`src/rtl/cpu_pkg.sv`:
```
// Shared ISA definitions for the 4-bit datapath controller: opcodes, FSM states,
// instruction field positions and fixed widths.
package cpu_pkg;

    localparam int ISA_DATA_W  = 4;
    localparam int ISA_INSTR_W = 12;

    localparam int OP_MSB  = 11;
    localparam int OP_LSB  = 9;
    localparam int RD_MSB  = 8;
    localparam int RD_LSB  = 6;
    localparam int RA_MSB  = 5;
    localparam int RA_LSB  = 3;
    localparam int RB_MSB  = 2;
    localparam int RB_LSB  = 0;
    localparam int IMM_MSB = 3;
    localparam int IMM_LSB = 0;

    typedef enum logic [2:0] {
        OP_LOADI = 3'd0,
        OP_ADD   = 3'd1,
        OP_SUB   = 3'd2,
        OP_AND   = 3'd3,
        OP_OR    = 3'd4,
        OP_MOV   = 3'd5,
        OP_NOP   = 3'd6,
        OP_HALT  = 3'd7
    } opcode_t;

    typedef enum logic [2:0] {
        IDLE      = 3'd0,
        FETCH     = 3'd1,
        DECODE    = 3'd2,
        EXECUTE   = 3'd3,
        WRITEBACK = 3'd4,
        HALTED    = 3'd5
    } ctrl_state_t;

endpackage

```
`src/rtl/datapath_controller_if.sv`:
```
// Instruction-memory and register-file bus between the controller (master)
// and the memory/register-file side (slave).
interface datapath_controller_if
    import cpu_pkg::*;
#(
    parameter int PC_W    = 4,
    parameter int DATA_W  = ISA_DATA_W,
    parameter int INSTR_W = ISA_INSTR_W
);

    logic [PC_W-1:0]    im_addr;
    logic               im_req;
    logic [INSTR_W-1:0] im_data;
    logic               im_valid;
    logic [2:0]         RF_add1;
    logic [2:0]         RF_add2;
    logic [DATA_W-1:0]  RF_d1;
    logic [DATA_W-1:0]  RF_d2;
    logic [2:0]         RF_wa;
    logic               RF_we;
    logic [DATA_W-1:0]  RF_wd;

    modport master (
        output im_addr, im_req, RF_add1, RF_add2, RF_wa, RF_we, RF_wd,
        input  im_data, im_valid, RF_d1, RF_d2
    );

    modport slave (
        input  im_addr, im_req, RF_add1, RF_add2, RF_wa, RF_we, RF_wd,
        output im_data, im_valid, RF_d1, RF_d2
    );

endinterface

```
`src/rtl/alu4.sv`:
```
// Combinational ALU: result, zero flag and carry/borrow for one instruction.
module alu4
    import cpu_pkg::*;
#(
    parameter int DATA_W = ISA_DATA_W
) (
    input  opcode_t           i_op,
    input  logic [DATA_W-1:0] i_a,
    input  logic [DATA_W-1:0] i_b,
    input  logic [3:0]        i_imm,
    output logic [DATA_W-1:0] o_result,
    output logic              o_zero,
    output logic              o_carry
);

    logic [DATA_W:0] w_sum;

    // Extra top bit of w_sum carries ADD carry-out or SUB borrow.
    always_comb begin
        w_sum = '0;
        case (i_op)
            OP_LOADI: w_sum = {1'b0, DATA_W'(i_imm)};
            OP_ADD:   w_sum = {1'b0, i_a} + {1'b0, i_b};
            OP_SUB:   w_sum = {1'b0, i_a} - {1'b0, i_b};
            OP_AND:   w_sum = {1'b0, i_a & i_b};
            OP_OR:    w_sum = {1'b0, i_a | i_b};
            OP_MOV:   w_sum = {1'b0, i_a};
            default:  w_sum = '0;
        endcase
        o_result = w_sum[DATA_W-1:0];
        o_carry  = w_sum[DATA_W];
        o_zero   = (w_sum[DATA_W-1:0] == '0);
    end

endmodule

```
`src/rtl/datapath_controller.sv`:
```
// Multi-cycle fetch/decode/execute/writeback controller driving an 8-entry
// register file; owns pc, IR and the Z/C flags.
module datapath_controller
    import cpu_pkg::*;
#(
    parameter int PC_W    = 4,
    parameter int DATA_W  = ISA_DATA_W,
    parameter int INSTR_W = ISA_INSTR_W
) (
    input  logic                   clk,
    input  logic                   reset,
    input  logic                   start,
    datapath_controller_if.master  bus,
    output logic                   halted,
    output logic                   flag_z,
    output logic                   flag_c
);

    if (INSTR_W != ISA_INSTR_W) begin : g_instr_w_check
        $error("datapath_controller: INSTR_W must be 12");
    end

    ctrl_state_t        r_state;
    logic [PC_W-1:0]    r_pc;
    logic [INSTR_W-1:0] r_ir;
    logic               r_im_req;
    logic               r_rf_we;
    logic [DATA_W-1:0]  r_wd;
    logic               r_halted;
    logic               r_flag_z;
    logic               r_flag_c;

    opcode_t            w_op;
    logic [DATA_W-1:0]  w_alu_result;
    logic               w_alu_zero;
    logic               w_alu_carry;

    assign w_op = opcode_t'(r_ir[OP_MSB:OP_LSB]);

    alu4 #(.DATA_W(DATA_W)) u_alu (
        .i_op     (w_op),
        .i_a      (bus.RF_d1),
        .i_b      (bus.RF_d2),
        .i_imm    (r_ir[IMM_MSB:IMM_LSB]),
        .o_result (w_alu_result),
        .o_zero   (w_alu_zero),
        .o_carry  (w_alu_carry)
    );

    // Controller FSM; every output is a register or a field of IR.
    always_ff @(posedge clk) begin
        if (reset) begin
            r_state  <= IDLE;
            r_pc     <= '0;
            r_ir     <= '0;
            r_im_req <= 1'b0;
            r_rf_we  <= 1'b0;
            r_wd     <= '0;
            r_halted <= 1'b0;
            r_flag_z <= 1'b0;
            r_flag_c <= 1'b0;
        end else begin
            case (r_state)
                IDLE: begin
                    if (start) begin
                        r_state  <= FETCH;
                        r_im_req <= 1'b1;
                    end
                end
                FETCH: begin
                    if (bus.im_valid) begin
                        r_ir     <= bus.im_data;
                        r_pc     <= r_pc + PC_W'(1);
                        r_im_req <= 1'b0;
                        r_state  <= DECODE;
                    end
                end
                DECODE: begin
                    case (w_op)
                        OP_HALT: begin
                            r_state  <= HALTED;
                            r_halted <= 1'b1;
                        end
                        OP_NOP: begin
                            r_state  <= FETCH;
                            r_im_req <= 1'b1;
                        end
                        default: r_state <= EXECUTE;
                    endcase
                end
                EXECUTE: begin
                    r_wd     <= w_alu_result;
                    r_flag_z <= w_alu_zero;
                    if (w_op == OP_ADD || w_op == OP_SUB) begin
                        r_flag_c <= w_alu_carry;
                    end
                    r_rf_we  <= 1'b1;
                    r_state  <= WRITEBACK;
                end
                WRITEBACK: begin
                    r_rf_we  <= 1'b0;
                    r_im_req <= 1'b1;
                    r_state  <= FETCH;
                end
                HALTED: begin
                    if (start) begin
                        r_halted <= 1'b0;
                        r_im_req <= 1'b1;
                        r_state  <= FETCH;
                    end
                end
                default: begin
                    r_state  <= IDLE;
                    r_im_req <= 1'b0;
                    r_rf_we  <= 1'b0;
                    r_halted <= 1'b0;
                end
            endcase
        end
    end

    // Read addresses come straight from IR, so they are valid from DECODE on.
    assign bus.im_addr = r_pc;
    assign bus.im_req  = r_im_req;
    assign bus.RF_add1 = r_ir[RA_MSB:RA_LSB];
    assign bus.RF_add2 = r_ir[RB_MSB:RB_LSB];
    assign bus.RF_wa   = r_ir[RD_MSB:RD_LSB];
    assign bus.RF_we   = r_rf_we;
    assign bus.RF_wd   = r_wd;
    assign halted      = r_halted;
    assign flag_z      = r_flag_z;
    assign flag_c      = r_flag_c;

endmodule

```
`src/flat_wrapper.sv`:
```
// flat-port wrapper written by rule: the top's interface ports become plain ports
module datapath_controller_flat import cpu_pkg::*;
#(
    parameter int PC_W    = 4,
    parameter int DATA_W  = ISA_DATA_W,
    parameter int INSTR_W = ISA_INSTR_W
)
  (clk, reset, start, halted, flag_z, flag_c, bus_im_addr, bus_im_req, bus_RF_add1, bus_RF_add2, bus_RF_wa, bus_RF_we, bus_RF_wd, bus_im_data, bus_im_valid, bus_RF_d1, bus_RF_d2);
  datapath_controller_if #(.PC_W(PC_W), .DATA_W(DATA_W), .INSTR_W(INSTR_W)) bus_i ();
  input  logic clk;
  input  logic reset;
  input  logic start;
  output logic halted;
  output logic flag_z;
  output logic flag_c;
  output wire logic [$bits(bus_i.im_addr)-1:0] bus_im_addr;
  output wire logic [$bits(bus_i.im_req)-1:0] bus_im_req;
  output wire logic [$bits(bus_i.RF_add1)-1:0] bus_RF_add1;
  output wire logic [$bits(bus_i.RF_add2)-1:0] bus_RF_add2;
  output wire logic [$bits(bus_i.RF_wa)-1:0] bus_RF_wa;
  output wire logic [$bits(bus_i.RF_we)-1:0] bus_RF_we;
  output wire logic [$bits(bus_i.RF_wd)-1:0] bus_RF_wd;
  input wire logic [$bits(bus_i.im_data)-1:0] bus_im_data;
  input wire logic [$bits(bus_i.im_valid)-1:0] bus_im_valid;
  input wire logic [$bits(bus_i.RF_d1)-1:0] bus_RF_d1;
  input wire logic [$bits(bus_i.RF_d2)-1:0] bus_RF_d2;
  assign bus_im_addr = bus_i.im_addr;
  assign bus_im_req = bus_i.im_req;
  assign bus_RF_add1 = bus_i.RF_add1;
  assign bus_RF_add2 = bus_i.RF_add2;
  assign bus_RF_wa = bus_i.RF_wa;
  assign bus_RF_we = bus_i.RF_we;
  assign bus_RF_wd = bus_i.RF_wd;
  assign bus_i.im_data = bus_im_data;
  assign bus_i.im_valid = bus_im_valid;
  assign bus_i.RF_d1 = bus_RF_d1;
  assign bus_i.RF_d2 = bus_RF_d2;
  datapath_controller #(.PC_W(PC_W), .DATA_W(DATA_W), .INSTR_W(INSTR_W)) u_core (.clk(clk), .reset(reset), .start(start), .bus(bus_i), .halted(halted), .flag_z(flag_z), .flag_c(flag_c));
endmodule
```
`config.mk`:
```
export PLATFORM = sky130hd
export DESIGN_NAME = datapath_controller_flat
export DESIGN_NICKNAME = d
export VERILOG_FILES = /design/src/rtl/cpu_pkg.sv /design/src/rtl/datapath_controller_if.sv /design/src/rtl/alu4.sv /design/src/rtl/datapath_controller.sv /design/src/flat_wrapper.sv
export SDC_FILE = /design/constraint.sdc
export NUM_CORES = 1
export LEC_CHECK = 0
export ABC_AREA = 0
export ABC_CLOCK_PERIOD_IN_PS = 8200
export CORE_ASPECT_RATIO = 2
export CORE_MARGIN = 2
export CORE_UTILIZATION = 52
export CTS_CLUSTER_SIZE = 25
export DETAILED_ROUTE_END_ITERATION = 8
export GPL_TIMING_DRIVEN = 0
export PLACE_DENSITY_LB_ADDON = 0.05
export SLEW_MARGIN = 20
export SYNTH_ARGS = -nofsm -noshare
export SYNTH_HDL_FRONTEND = slang
export SYNTH_HIERARCHICAL = 1
export SYNTH_SLANG_ARGS = --single-unit
```
`constraint.sdc`:
```
create_clock -name clk -period 8.2 [get_ports clk]
set_input_delay 2.46 -clock clk [delete_from_list [all_inputs] [get_ports clk]]
set_output_delay 2.46 -clock clk [all_outputs]
set_load 0.005 [all_outputs]
```
==> qor.yml, run 1 <==
fmax_ghz: 0.202
avgSynthCellArea_sq_um: 8.40
stdcell_area_sq_mm: 0.00229
max_slew_margin: 0.680
peakVddDrop_mv: 0.143
hp-start: "u_core/r_ir[5]"
status: "finished, final reports clean"
fin_skew_ns: 0.00587
syn_inst: 211
antennaDiodeCount: 0
final_util: 0.687
setup_viol: 0
mostFrequentLayoutCells: "clkdlybuf4s50_1 (44), nand2_1 (30), dfxtp_1 (28)"
async_flop_share: 0
drt_iter0_drc: 20
seqCellArea_sq_um: 561
drv_cap: 0
grt_use_total: 0.220
fillCellCount: 295
grt_pass1_vias: 1570
reg2reg_from: "u_core/r_ir[10]"
cts_setup_buffers: 0
grt_pass1_wl_um: 6450
die_w_um: 45.3
root_buffer: "clkbuf_8"
rsz0062_at_grt: "no"
final.period_utilization: 0.605
worst-r2r-setup-slack_ns: 5.26
tightest_slew_ns: 0.480
syn_nets: 244
placed_area_sq_mm: 0.00225
worstSetupPathType: "in -> reg"
vias: 1560
end_kind: "flop"
holdPathEnd: "u_core/r_ir[5]"
cts_made_buffers: 3
synth_area_sq_mm: 0.00177
grt-ovfl-total: 0
gp_congestion: 0.814
totalNegativeSetupSlack_ns: 0
ios: 46
insertion_delay_ns: 0.27
drv_slew: 0
period_minus_slack_ns: 4.96
antenna_left: 0
wl_per_cell_um: 13.5
ys_seq_elements: 28
clk_path_buf_depth: 2
cellPowerDensity_mw_per_mm2: 131
hold_depth: 2
cp_max_fo: 4
hpwl_um: 3200
cts_resized: 0
die_h_um: 86.6
antenna_found_initial: 0
ctsHoldBuffers: 0
core_sq_mm: 0.00334
via_per_inst: 5.38
ys_types: 50
mostFrequentLayoutCell: "clkdlybuf4s50_1"
worstReg2RegEnd: "u_core/flag_z"
cts_tree: "built"
die_area_sq_mm: 0.00392
power.leakage_uw: 0.000921
port_buffers: 44
htree_levels: 1
drive_gt1_frac: 0.136
hold_viol: 0
clk_pin_slew_ns: 0.09
fp-row-count: 30
min_path_type: "reg -> reg"
multi_input_area_sq_mm: 0.00103
drc: 0
fin_nets: 293
clock_sinks: 28
worst_ep_required_time_ns: 8.41
startpoint_type: "primary input"
wl_um: 3930
areaGrowthSynthToFinish_pct: 29.4
synth_edf_count: 0
arrival_ns: 5.17
start_util: 0.530
first_pass_iters: 4
ys_seq_area_frac: 0.316
r2r_cells: 11
grt_start_max_net_pins: 15
ys.flop_type: "dfxtp_1"
yosys_warnings: 6
[per-stage QoR]
stage / worst slack [ns] / hold WS [ns] / std cells / power (uW)
2_1_floorplan: 3.76 / 0.437 / 211 / 202
3_3_place_gp: 2.97 / 0.443 / 287 / 231
3_5_place_dp: 2.94 / 0.449 / 287 / 232
4_1_cts: 3.22 / 0.462 / 290 / 305
5_1_grt: 3.07 / 0.490 / 290 / 316
6_report: 3.24 / 0.458 / 290 / 301
[where the power goes]
| part | switching [uW] | internal [uW] | total (uW) | leakage [uW] |
|---|---|---|---|---|
| Sequential | 4.43 | 141 | 145 | 0.000227 |
| Clock | 39.4 | 33.0 | 72.4 | 0.0000216 |
| Combinational | 38.2 | 44.8 | 83.0 | 0.000672 |
[cells by family after synthesis]
| family | after synthesis | share of synthesized area |
|---|---|---|
| AO/OA/AOI/OAI | 45 | 0.174 |
| flip-flops | 28 | 0.316 |
| XOR/XNOR | 11 | 0.0544 |
| AND/OR/NAND/NOR | 77 | 0.218 |
| multiplexers | 10 | 0.0600 |
| buffers and inverters | 30 | 0.104 |
| adder cells (fa/ha/maj) | 10 | 0.0734 |
[state kept, by name, indices dropped and copies added (netlist names)]
signal and flops:
u_core/r_ir 12, u_core/bus.RF_wd 4, u_core/r_state 3, u_core/bus.RF_we 1
u_core/bus.im_req 1, u_core/bus.im_addr 4, u_core/halted 1, u_core/flag_c 1
u_core/flag_z 1
[cell usage after synthesis (all sizes together) (4+ instances only)]
library cell / count / share of area
nand2: 30 / 0.064
dfxtp: 28 / 0.32
ha: 8 / 0.056
xnor2: 7 / 0.035
nor2: 20 / 0.044
nor2b: 5 / 0.022
o21ai: 6 / 0.019
inv: 9 / 0.019
buf: 19 / 0.081
a21oi: 24 / 0.070
nand3: 4 / 0.011
nand2b: 4 / 0.014
xor2: 4 / 0.020
mux2i: 8 / 0.045
nor3: 6 / 0.020
[worst max-delay path: stages]
cell	delay, ns
clkdlybuf4s50_1	0.55
inv_1	0.09
ha_1	0.29
mux2_1	0.32
fa_1	0.44
xor2_1	0.20
a21oi_1	0.11
o311a_4	0.32
nor4_2	0.21
mux2i_1	0.11
nor2_1	0.08
[routing by layer]
metal,up-vias,share of wire,GRT usage
met2,29,0.61,0.452
met1,719,0.35,0.195
li1,805,-,-
met4,0,0.021,0.0936
met3,7,0.022,0.0146
met5,-,0,0
[how the worst max path moves through the flow]
stage | start | endpoint | slack, ns | depth (start not counted)
2_1_floorplan | bus_RF_d2[0] | u_core/flag_z | 3.76 | 10
3_3_place_gp | bus_RF_d2[0] | u_core/flag_z | 2.97 | 11
3_5_place_dp | bus_RF_d2[0] | u_core/flag_z | 2.94 | 11
4_1_cts | bus_RF_d2[0] | u_core/flag_z | 3.22 | 11
5_1_grt | bus_RF_d2[0] | u_core/flag_z | 3.07 | 11
6_report | bus_RF_d2[0] | u_core/flag_z | 3.24 | 11
[cell type report]
cell class / count / area share
Multi-Input combinational cell: 153 / 0.448
Timing Repair Buffer: 44 / 0.192
Buffer: 21 / 0.0655
Sequential cell: 28 / 0.244
Tap cell: 32 / 0.0175
Clock buffer: 3 / 0.0180
Inverter: 9 / 0.0147
Power figures use the tool's default switching activity.
==> run 2, diff against run 1 <==
ABC_CLOCK_PERIOD_IN_PS = 4400   (was 8200)
CORE_UTILIZATION = 44   (was 52)
clock period = 4.4 ns   (was 8.2 ns; I/O delays follow)
==> qor.yml, run 2 (synthesis results as in run 1) <==
status: "finished, final reports clean"
antenna_found_initial: 0  # unchanged
die_h_um: 93.7  # +8.3%
cellPowerDensity_mw_per_mm2: 266  # +100%
core_sq_mm: 0.00384  # +15%
p_int_uw: 468  # +110%
comb_power_share: 0.250  # -0.026
start_util: 0.461  # -0.0694
mostFrequentLayoutCell: "clkdlybuf4s50_1"
switching_share: 0.251  # -0.0218
setup_viol: 0  # unchanged
peakVddDrop_mv: 0.236  # +65%
port_buffers: 44  # unchanged
via_per_inst: 5.06  # -5.9%
first_pass_iters: 4  # unchanged
wl_um: 4160  # +5.8%
root_buffer: "clkbuf_8"
wl_per_cell_um: 13.4  # -1.0%
drt_iter0_drc: 14  # -30%
drc: 0  # unchanged
pwr-share-clk: 0.316  # +0.075
htree_levels: 1  # unchanged
drive_gt1_frac: 0.139  # +0.00334
vias: 1569  # +0.58%
rsz0062_at_grt: "no"
min_path_type: "reg -> reg"
mostFrequentLayoutCells: "clkdlybuf4s50_1 (44), nand2_1 (30), dfxtp_1 (28)"
power.leakage_uw: 0.000935  # +1.5%
drv_cap: 0  # unchanged
fillCellCount: 373  # +26%
largest_reg_flops: 12  # unchanged
period_minus_slack_ns: 3.88
cts_resized: 0  # unchanged
clock_sinks: 28  # unchanged
final.period_utilization: 0.881
cts_setup_buffers: 0  # unchanged
finalNonFillerCells: 310  # +6.9%
fin_skew_ns: 0.00644  # +0.000576 ns
tightest_slew_ns: 0.493  # +0.0138 ns
grt_pass1_wl_um: 6950  # +7.7%
switchingPower_uw: 157  # +91%
drv_slew: 0  # unchanged
cts_tree: "built"
arrival_ns: 4.08  # -1.09 ns
gp_congestion: 0.776  # -4.6%
grt_pass1_vias: 1519  # -3.2%
max_slew_margin: 0.671  # -0.00919
hold_ws_ns: 0.463  # +0.00508 ns
totalNegativeSetupSlack_ns: 0  # unchanged
insertion_delay_ns: 0.27  # about the same
grt_use_total: 0.192  # -0.0274
fin_nets: 293  # unchanged
worst_ep_required_time_ns: 4.60  # -3.81 ns
cts_made_buffers: 3  # unchanged
dp_cells: 306  # +6.6%
cp_max_fo: 4  # unchanged
die_area_sq_mm: 0.00458  # +17%
clk_path_buf_depth: 2  # unchanged
antenna_left: 0  # unchanged
grt_start_max_net_pins: 17  # +2
grt-ovfl-total: 0  # unchanged
die_w_um: 48.9  # +7.9%
fp-row-count: 32  # +6.7%
ctsHoldBuffers: 0  # unchanged
fmax_ghz: 0.258
hold_viol: 0  # unchanged
startpoint_type: "primary input"
ios: 46  # unchanged
areaGrowthSynthToFinish_pct: 32.5
worstSetupPathType: "in -> reg"
end_kind: "flop"
top_register: "u_core/r_ir"
clk_pin_slew_ns: 0.09  # about the same
seqPwrFrac: 0.434  # -0.049
antennaDiodeCount: 0  # unchanged
hpwl_um: 3330  # +4.2%
==> run 2: changes by cell type in the layout (fill, tap and decap cells not counted), sizes merged <==
cell	change
bufinv	+1
==> run 2: stage by stage <==
stage                     power [uW]  worst slack, ns   util  cell area, sq um
after floorplan                  376             1.10      -              1770
after global placement           433            0.269  0.592              2280
after detailed placement         434            0.245  0.592              2280
after CTS                        632            0.496  0.611              2350
after global routing             659            0.360  0.611              2350
final                            625            0.523  0.611              2350
==> run 2: routing by layer <==
layer | global-route usage | share of wire
met4 | 0.0976 | 0.033
met1 | 0.187 | 0.37
met3 | 0.0159 | 0.023
met5 | 0 | 0
met2 | 0.387 | 0.58
==> run 2: path summary, 6_finish.rpt <==
path                                       end  slack (ns)  cells past startpoint            start
worst min register to register  u_core/r_ir[5]        0.46                      2   u_core/r_ir[5]
worst min-delay path            u_core/r_ir[5]        0.46                      2   u_core/r_ir[5]
worst max-delay path             u_core/flag_z        0.52                     11     bus_RF_d2[0]
worst max register to register   u_core/flag_z        1.46                     11  u_core/r_ir[10]
==> run 2: area by class of cell <==
cell class | count | area [sq um] | area share
Buffer | 21 | 150 | 0.0640
Clock buffer | 3 | 41.3 | 0.0176
Clock inverter | 1 | 30.0 | 0.0128
Inverter | 9 | 33.8 | 0.0144
Multi-Input combinational cell | 153 | 1030 | 0.438
Sequential cell | 28 | 561 | 0.239
Tap cell | 51 | 63.8 | 0.0272
Timing Repair Buffer | 44 | 440 | 0.188
==> run 2: worst max-delay path, cell delays in order <==
cell and delay [ns]:
clkdlybuf4s50_1 0.54, inv_1 0.11, ha_1 0.29, mux2_1 0.31, fa_1 0.40, xor2_1 0.24
a21oi_1 0.12, o311a_4 0.32, nor4_2 0.22, mux2i_1 0.10, nor2_1 0.09
==> run 2: power groups by stage <==
stage | clock [uW] | combinational, uW | sequential, uW
floorplan | 0 | 100 | 275
global placement | 0 | 156 | 277
detailed placement | 0 | 157 | 277
CTS | 203 | 158 | 271
global route | 214 | 172 | 273
finish | 198 | 156 | 271
